[config.mk]
export PLATFORM = sky130hd
export DESIGN_NAME = fp16_op_dispatch
export DESIGN_NICKNAME = d
export VERILOG_FILES = /design/src/rtl/fp16_op_dispatch.sv
export SDC_FILE = /design/constraint.sdc
export NUM_CORES = 1
export LEC_CHECK = 0
export ABC_AREA = 1
export BUFFER_PORTS_ARGS = -buffer_cell sky130_fd_sc_hd__buf_2
export CAP_MARGIN = 10
export CORE_AREA = 2 2 116 118
export CTS_BUF_LIST = sky130_fd_sc_hd__clkbuf_16
export DETAILED_ROUTE_END_ITERATION = 7
export DIE_AREA = 0 0 118 120
export PLACE_DENSITY = 0.7
export SETUP_SLACK_MARGIN = 0.1
export SYNTH_ARGS = -nofsm -noshare
export SYNTH_HDL_FRONTEND = slang
export SYNTH_SLANG_ARGS = --single-unit
[constraint.sdc]
create_clock -name clk -period 6.2 [get_ports clk]
set_clock_uncertainty 0.2 [all_clocks]
set_input_delay 0.62 -clock clk [delete_from_list [all_inputs] [get_ports clk]]
set_output_delay 0.62 -clock clk [all_outputs]
set_load 0.005 [all_outputs]
[src/rtl/fp16_op_dispatch.sv]
// fp16_op_dispatch: issue stage in front of the shared int/fp16 adder and
// multiplier. Requests are queued in a small circular FIFO, issued one at a
// time to both units, and the selected result is returned with its tag on a
// valid/ready response channel.
module fp16_op_dispatch #(
  parameter int WORD_LENGHT = 16,
  parameter int TAG_W       = 4,
  parameter int FIFO_DEPTH  = 2,
  parameter int ADD_LAT     = 2,
  parameter int MUL_LAT     = 3
) (
  input  logic                   clk,
  input  logic                   rst_n,
  input  logic                   req_valid,
  output logic                   req_ready,
  input  logic [1:0]             req_op,
  input  logic                   req_mode,
  input  logic [WORD_LENGHT-1:0] req_a,
  input  logic [WORD_LENGHT-1:0] req_b,
  input  logic [TAG_W-1:0]       req_tag,
  output logic [WORD_LENGHT-1:0] unit_a,
  output logic [WORD_LENGHT-1:0] unit_b,
  output logic                   unit_mode,
  input  logic [WORD_LENGHT-1:0] add_c,
  input  logic [WORD_LENGHT-1:0] mul_c,
  input  logic                   mul_error,
  output logic                   rsp_valid,
  input  logic                   rsp_ready,
  output logic [WORD_LENGHT-1:0] rsp_data,
  output logic                   rsp_error,
  output logic [TAG_W-1:0]       rsp_tag
);

  localparam int PTR_W   = (FIFO_DEPTH > 1) ? $clog2(FIFO_DEPTH) : 1;
  localparam int MAX_LAT = (ADD_LAT > MUL_LAT) ? ADD_LAT : MUL_LAT;
  localparam int CNT_W   = $clog2(MAX_LAT + 1);

  localparam logic [PTR_W:0]   DEPTH   = (PTR_W+1)'(FIFO_DEPTH);
  localparam logic [PTR_W:0]   CNT_ONE = (PTR_W+1)'(1);
  localparam logic [PTR_W-1:0] PTR_ONE = PTR_W'(1);
  localparam logic [CNT_W-1:0] ADD_CNT = CNT_W'(ADD_LAT);
  localparam logic [CNT_W-1:0] MUL_CNT = CNT_W'(MUL_LAT);
  localparam logic [CNT_W-1:0] LAT_ONE = CNT_W'(1);

  typedef struct packed {
    logic [1:0]             op;
    logic                   mode;
    logic [WORD_LENGHT-1:0] a;
    logic [WORD_LENGHT-1:0] b;
    logic [TAG_W-1:0]       tag;
  } req_t;

  typedef enum logic [1:0] {IDLE, WAIT, RESP} state_t;

  req_t             mem [FIFO_DEPTH];
  req_t             head;
  req_t             wr_entry;
  logic [PTR_W-1:0] wr_ptr;
  logic [PTR_W-1:0] rd_ptr;
  logic [PTR_W:0]   count;
  logic             fifo_full;
  logic             fifo_empty;
  logic             push;
  logic             pop;

  state_t           state;
  logic [CNT_W-1:0] cnt;
  logic             op_mul;
  logic [TAG_W-1:0] tag_q;

  assign fifo_full  = (count == DEPTH);
  assign fifo_empty = (count == '0);
  // Ready depends only on registered occupancy; a pop on a full edge does not
  // open a slot until the following cycle.
  assign req_ready  = rst_n && !fifo_full;
  assign push       = req_valid && req_ready;
  assign head       = mem[rd_ptr];
  assign wr_entry   = '{op: req_op, mode: req_mode, a: req_a, b: req_b, tag: req_tag};

  // Issue whenever idle, or straight out of RESP on the accepting edge.
  assign pop = !fifo_empty &&
               ((state == IDLE) || ((state == RESP) && rsp_valid && rsp_ready));

  // Request storage; contents need no reset since occupancy gates every read.
  always_ff @(posedge clk) begin
    if (push) mem[wr_ptr] <= wr_entry;
  end

  // Circular pointers (depth is a power of two, so they wrap naturally) and occupancy.
  always_ff @(posedge clk) begin
    if (!rst_n) begin
      wr_ptr <= '0;
      rd_ptr <= '0;
      count  <= '0;
    end else begin
      if (push) wr_ptr <= wr_ptr + PTR_ONE;
      if (pop)  rd_ptr <= rd_ptr + PTR_ONE;
      case ({push, pop})
        2'b10:   count <= count + CNT_ONE;
        2'b01:   count <= count - CNT_ONE;
        default: ;
      endcase
    end
  end

  // Issue/wait/respond sequencer; operand and response registers live here.
  always_ff @(posedge clk) begin
    if (!rst_n) begin
      state     <= IDLE;
      cnt       <= '0;
      op_mul    <= 1'b0;
      tag_q     <= '0;
      unit_a    <= '0;
      unit_b    <= '0;
      unit_mode <= 1'b0;
      rsp_valid <= 1'b0;
      rsp_data  <= '0;
      rsp_error <= 1'b0;
      rsp_tag   <= '0;
    end else begin
      case (state)
        WAIT: begin
          cnt <= cnt - LAT_ONE;
          // Final latency edge: the selected unit output is valid now.
          if (cnt == LAT_ONE) begin
            rsp_valid <= 1'b1;
            rsp_data  <= op_mul ? mul_c : add_c;
            rsp_error <= op_mul & mul_error;
            rsp_tag   <= tag_q;
            state     <= RESP;
          end
        end
        RESP: begin
          if (rsp_ready) begin
            rsp_valid <= 1'b0;
            state     <= IDLE;
          end
        end
        default: state <= IDLE;
      endcase
      // A pop overrides the IDLE/RESP decisions above.
      if (pop) begin
        if (head.op[1]) begin
          // Illegal op never reaches the units; answer immediately.
          rsp_valid <= 1'b1;
          rsp_data  <= '0;
          rsp_error <= 1'b1;
          rsp_tag   <= head.tag;
          state     <= RESP;
        end else begin
          unit_a    <= head.a;
          unit_b    <= head.b;
          unit_mode <= head.mode;
          op_mul    <= head.op[0];
          tag_q     <= head.tag;
          cnt       <= head.op[0] ? MUL_CNT : ADD_CNT;
          state     <= WAIT;
        end
      end
    end
  end

endmodule

==> qor.yml <==
slew_headroom_pct: 23.6
ant_nets: 0
endpoint: "mem[0][19]"
final_area_um2: 7040
yosys_warnings: 0
start_util_pct: 43.5
die_w_um: 118
nFillCells: 1163
layout-drive-gt1-share_pct: 31.8
grt_antenna_before_repair: 2
setup-violations-final: 0
min_path_type: "primary input to flip-flop"
drtIter0Drc: 223
period_needed_ps: 2800
tightest_slew_ps: 1140
postCtsResizedCells: 0
die_area_um2: 14200
h-tree-depth: 4
maxSlewViolCount: 0
ctsHoldBuffers: 0
arrival_ps: 2630
cp-start-kind: "primary input"
clock_sinks: 147
power_leakage_uw: 0.00285
syn_nets: 592
whs_ps: 183
synth.area.top_cells: "edfxtp_1 41%, dfxtp_1 24%, mux2_2 6.8%, nand2_1 6.5%, a21oi_1 5.8%"
end_kind: "flip-flop"
cp.required_ps: 6030
clk_pin_slew_ps: 60
wl_per_cell_um: 13.9
post-cts-setup-buffers: 0
synthCells: 511
root_buffer: "clkbuf_16"
dpl-instance-area_um2: 6380
portBuffers: 131
vdd_drop_max_mv: 0.239
fin_util_pct: 54.3
synth_top_area_share_pct: 41.5
p_per_area_nw_per_um2: 436
fp-row-count: 42
grt.total_usage_pct: 16.6
gp_congestion: 0.821
routed_via_density: 4.81
cts_tree: "yes"
reg2reg_setup_slack_ps: 3420
syn_area_um2: 5650
startpoint: "rst_n"
post-route-period-util_pct: 45.2
rsz0062_at_grt: "false"
wl_um: 11500
coreArea_um2: 13000
nNetsFinal: 719
yosysUniqueCellTypes: 27
synth_top_area_cell: "edfxtp_1"
drv_cap: 0
ios: 132
clk_path_buf_depth: 2
dp_hpwl_um: 7500
outcome: "finished clean"
rr_endpoint: "unit_a[4]"
vias: 3982
fin_tns_setup_ps: 0
ys_ff_latch: 147
fmax_mhz: 357
grt_pass1_vias: 3815
r2r_cells: 6
syn2layout_area_growth_pct: 24.7
path_max_fanout: 39
firstDrtPassIters: 4
grt_overflow: 0
numCtsBuffers: 17
clk_latency_ps: 420
die_height_um: 120
critPathKind: "primary input to flip-flop"
synth-seq-area-share_pct: 65.9
grt_pass1_wl_um: 18200
syn_avg_cell_area_um2: 11.1
grt_max_degree: 47
drc: 0
hold_viol: 0
[per-layer routing]
metal  up-vias  track usage [%]  wire length, µm
met2       142             26.7             5280
li1       1995                -                -
met3        17             6.23              868
met5         -                0                8
met4         2             6.78              185
met1      1826             20.2             5140
[worst max-delay path, stage by stage]
cell and delay (ps):
buf_2 250, inv_1 70, buf_4 270, a21oi_1 240, nand2_1 240, nor2_4 930
[per-stage QoR]
stage	power (µW)	worst slack [ps]	std cells
global route	3240	3050	828
finish	3070	3400	828
CTS	3090	3310	826
floorplan	1810	2930	511
detailed placement	1990	2960	794
global placement	1960	3080	794
[cell families (layout without fill, tap and decap cells)]
kind of cell,count (synthesis),count (layout),synth area share [%]
compound gates,89,89,8.02
xor+xnor,1,1,0.155
fa+ha+maj,5,5,1.11
buf+inv,50,190,4.72
flops,147,147,65.9
mux,34,34,6.78
other cells,0,1,0
simple gates,185,185,13.3
[flip-flops by register name (all words and copies together) (netlist names), named ones only]
| name | cells |
|---|---|
| cnt | 2 |
| rsp_error | 1 |
| rd_ptr | 1 |
| unit_a | 16 |
| rsp_valid | 1 |
| count | 2 |
| wr_ptr | 1 |
| tag_q | 4 |
| rsp_tag | 4 |
| state | 2 |
| unit_mode | 1 |
| unit_b | 16 |
| mem | 78 |
| rsp_data | 16 |
| op_mul | 1 |
[cells in the mapped netlist (all sizes together)]
| master | count |
|---|---|
| inv | 25 |
| nor3 | 16 |
| nand4 | 1 |
| a21oi | 65 |
| a31oi | 1 |
| a22oi | 1 |
| nand2 | 99 |
| buf | 21 |
| xor2 | 1 |
| o21ai | 22 |
| clkbuf | 4 |
| ha | 5 |
| nor2 | 63 |
| or2 | 1 |
| dfxtp | 69 |
| edfxtp | 78 |
| nand3 | 5 |
| mux2 | 34 |
[area by class of cell]
class | count | area [µm²] | area share, %
multi-input cells | 314 | 1680 | 23.8
well taps | 176 | 220 | 3.13
inverters | 25 | 96.3 | 1.37
diodes | 1 | 2.50 | 0.0355
flip-flops and latches | 147 | 3720 | 52.9
clock inverters | 14 | 196 | 2.79
repair buffers | 133 | 678 | 9.63
clock buffers | 18 | 450 | 6.39
[where the power goes]
group          switching, µW  leakage (µW)  internal (µW)
clock network            403      0.000304            701
logic                    396       0.00127            282
registers                112       0.00128           1180
total                    911       0.00285           2160
[worst min path at each step]
stage,start,endpoint,cells after the start
6_report,req_b[15],mem[1][19],1
5_1_grt,req_b[15],mem[1][19],1
4_1_cts,req_tag[0],mem[1][0],1
3_5_place_dp,tag_q[1],tag_q[1],2
3_3_place_gp,rd_ptr,flip-flop,1
2_1_floorplan,tag_q[1],tag_q[1],2
[cells in the final DEF (no fill, tap or decap), types with 2 or more instances in the layout]
| cell type | count |
|---|---|
| edfxtp_1 | 78 |
| bufinv_16 | 4 |
| o21ai_0 | 20 |
| nor3_1 | 16 |
| clkbuf_16 | 18 |
| ha_1 | 5 |
| mux2_2 | 34 |
| a21oi_1 | 65 |
| nor2_1 | 61 |
| dfxtp_1 | 68 |
| inv_1 | 24 |
| nand3_1 | 3 |
| clkinvlp_4 | 4 |
| buf_2 | 131 |
| nand2_1 | 98 |
| inv_6 | 3 |
| nor2_4 | 2 |
Note: power is estimated with default switching activity, not from simulation.
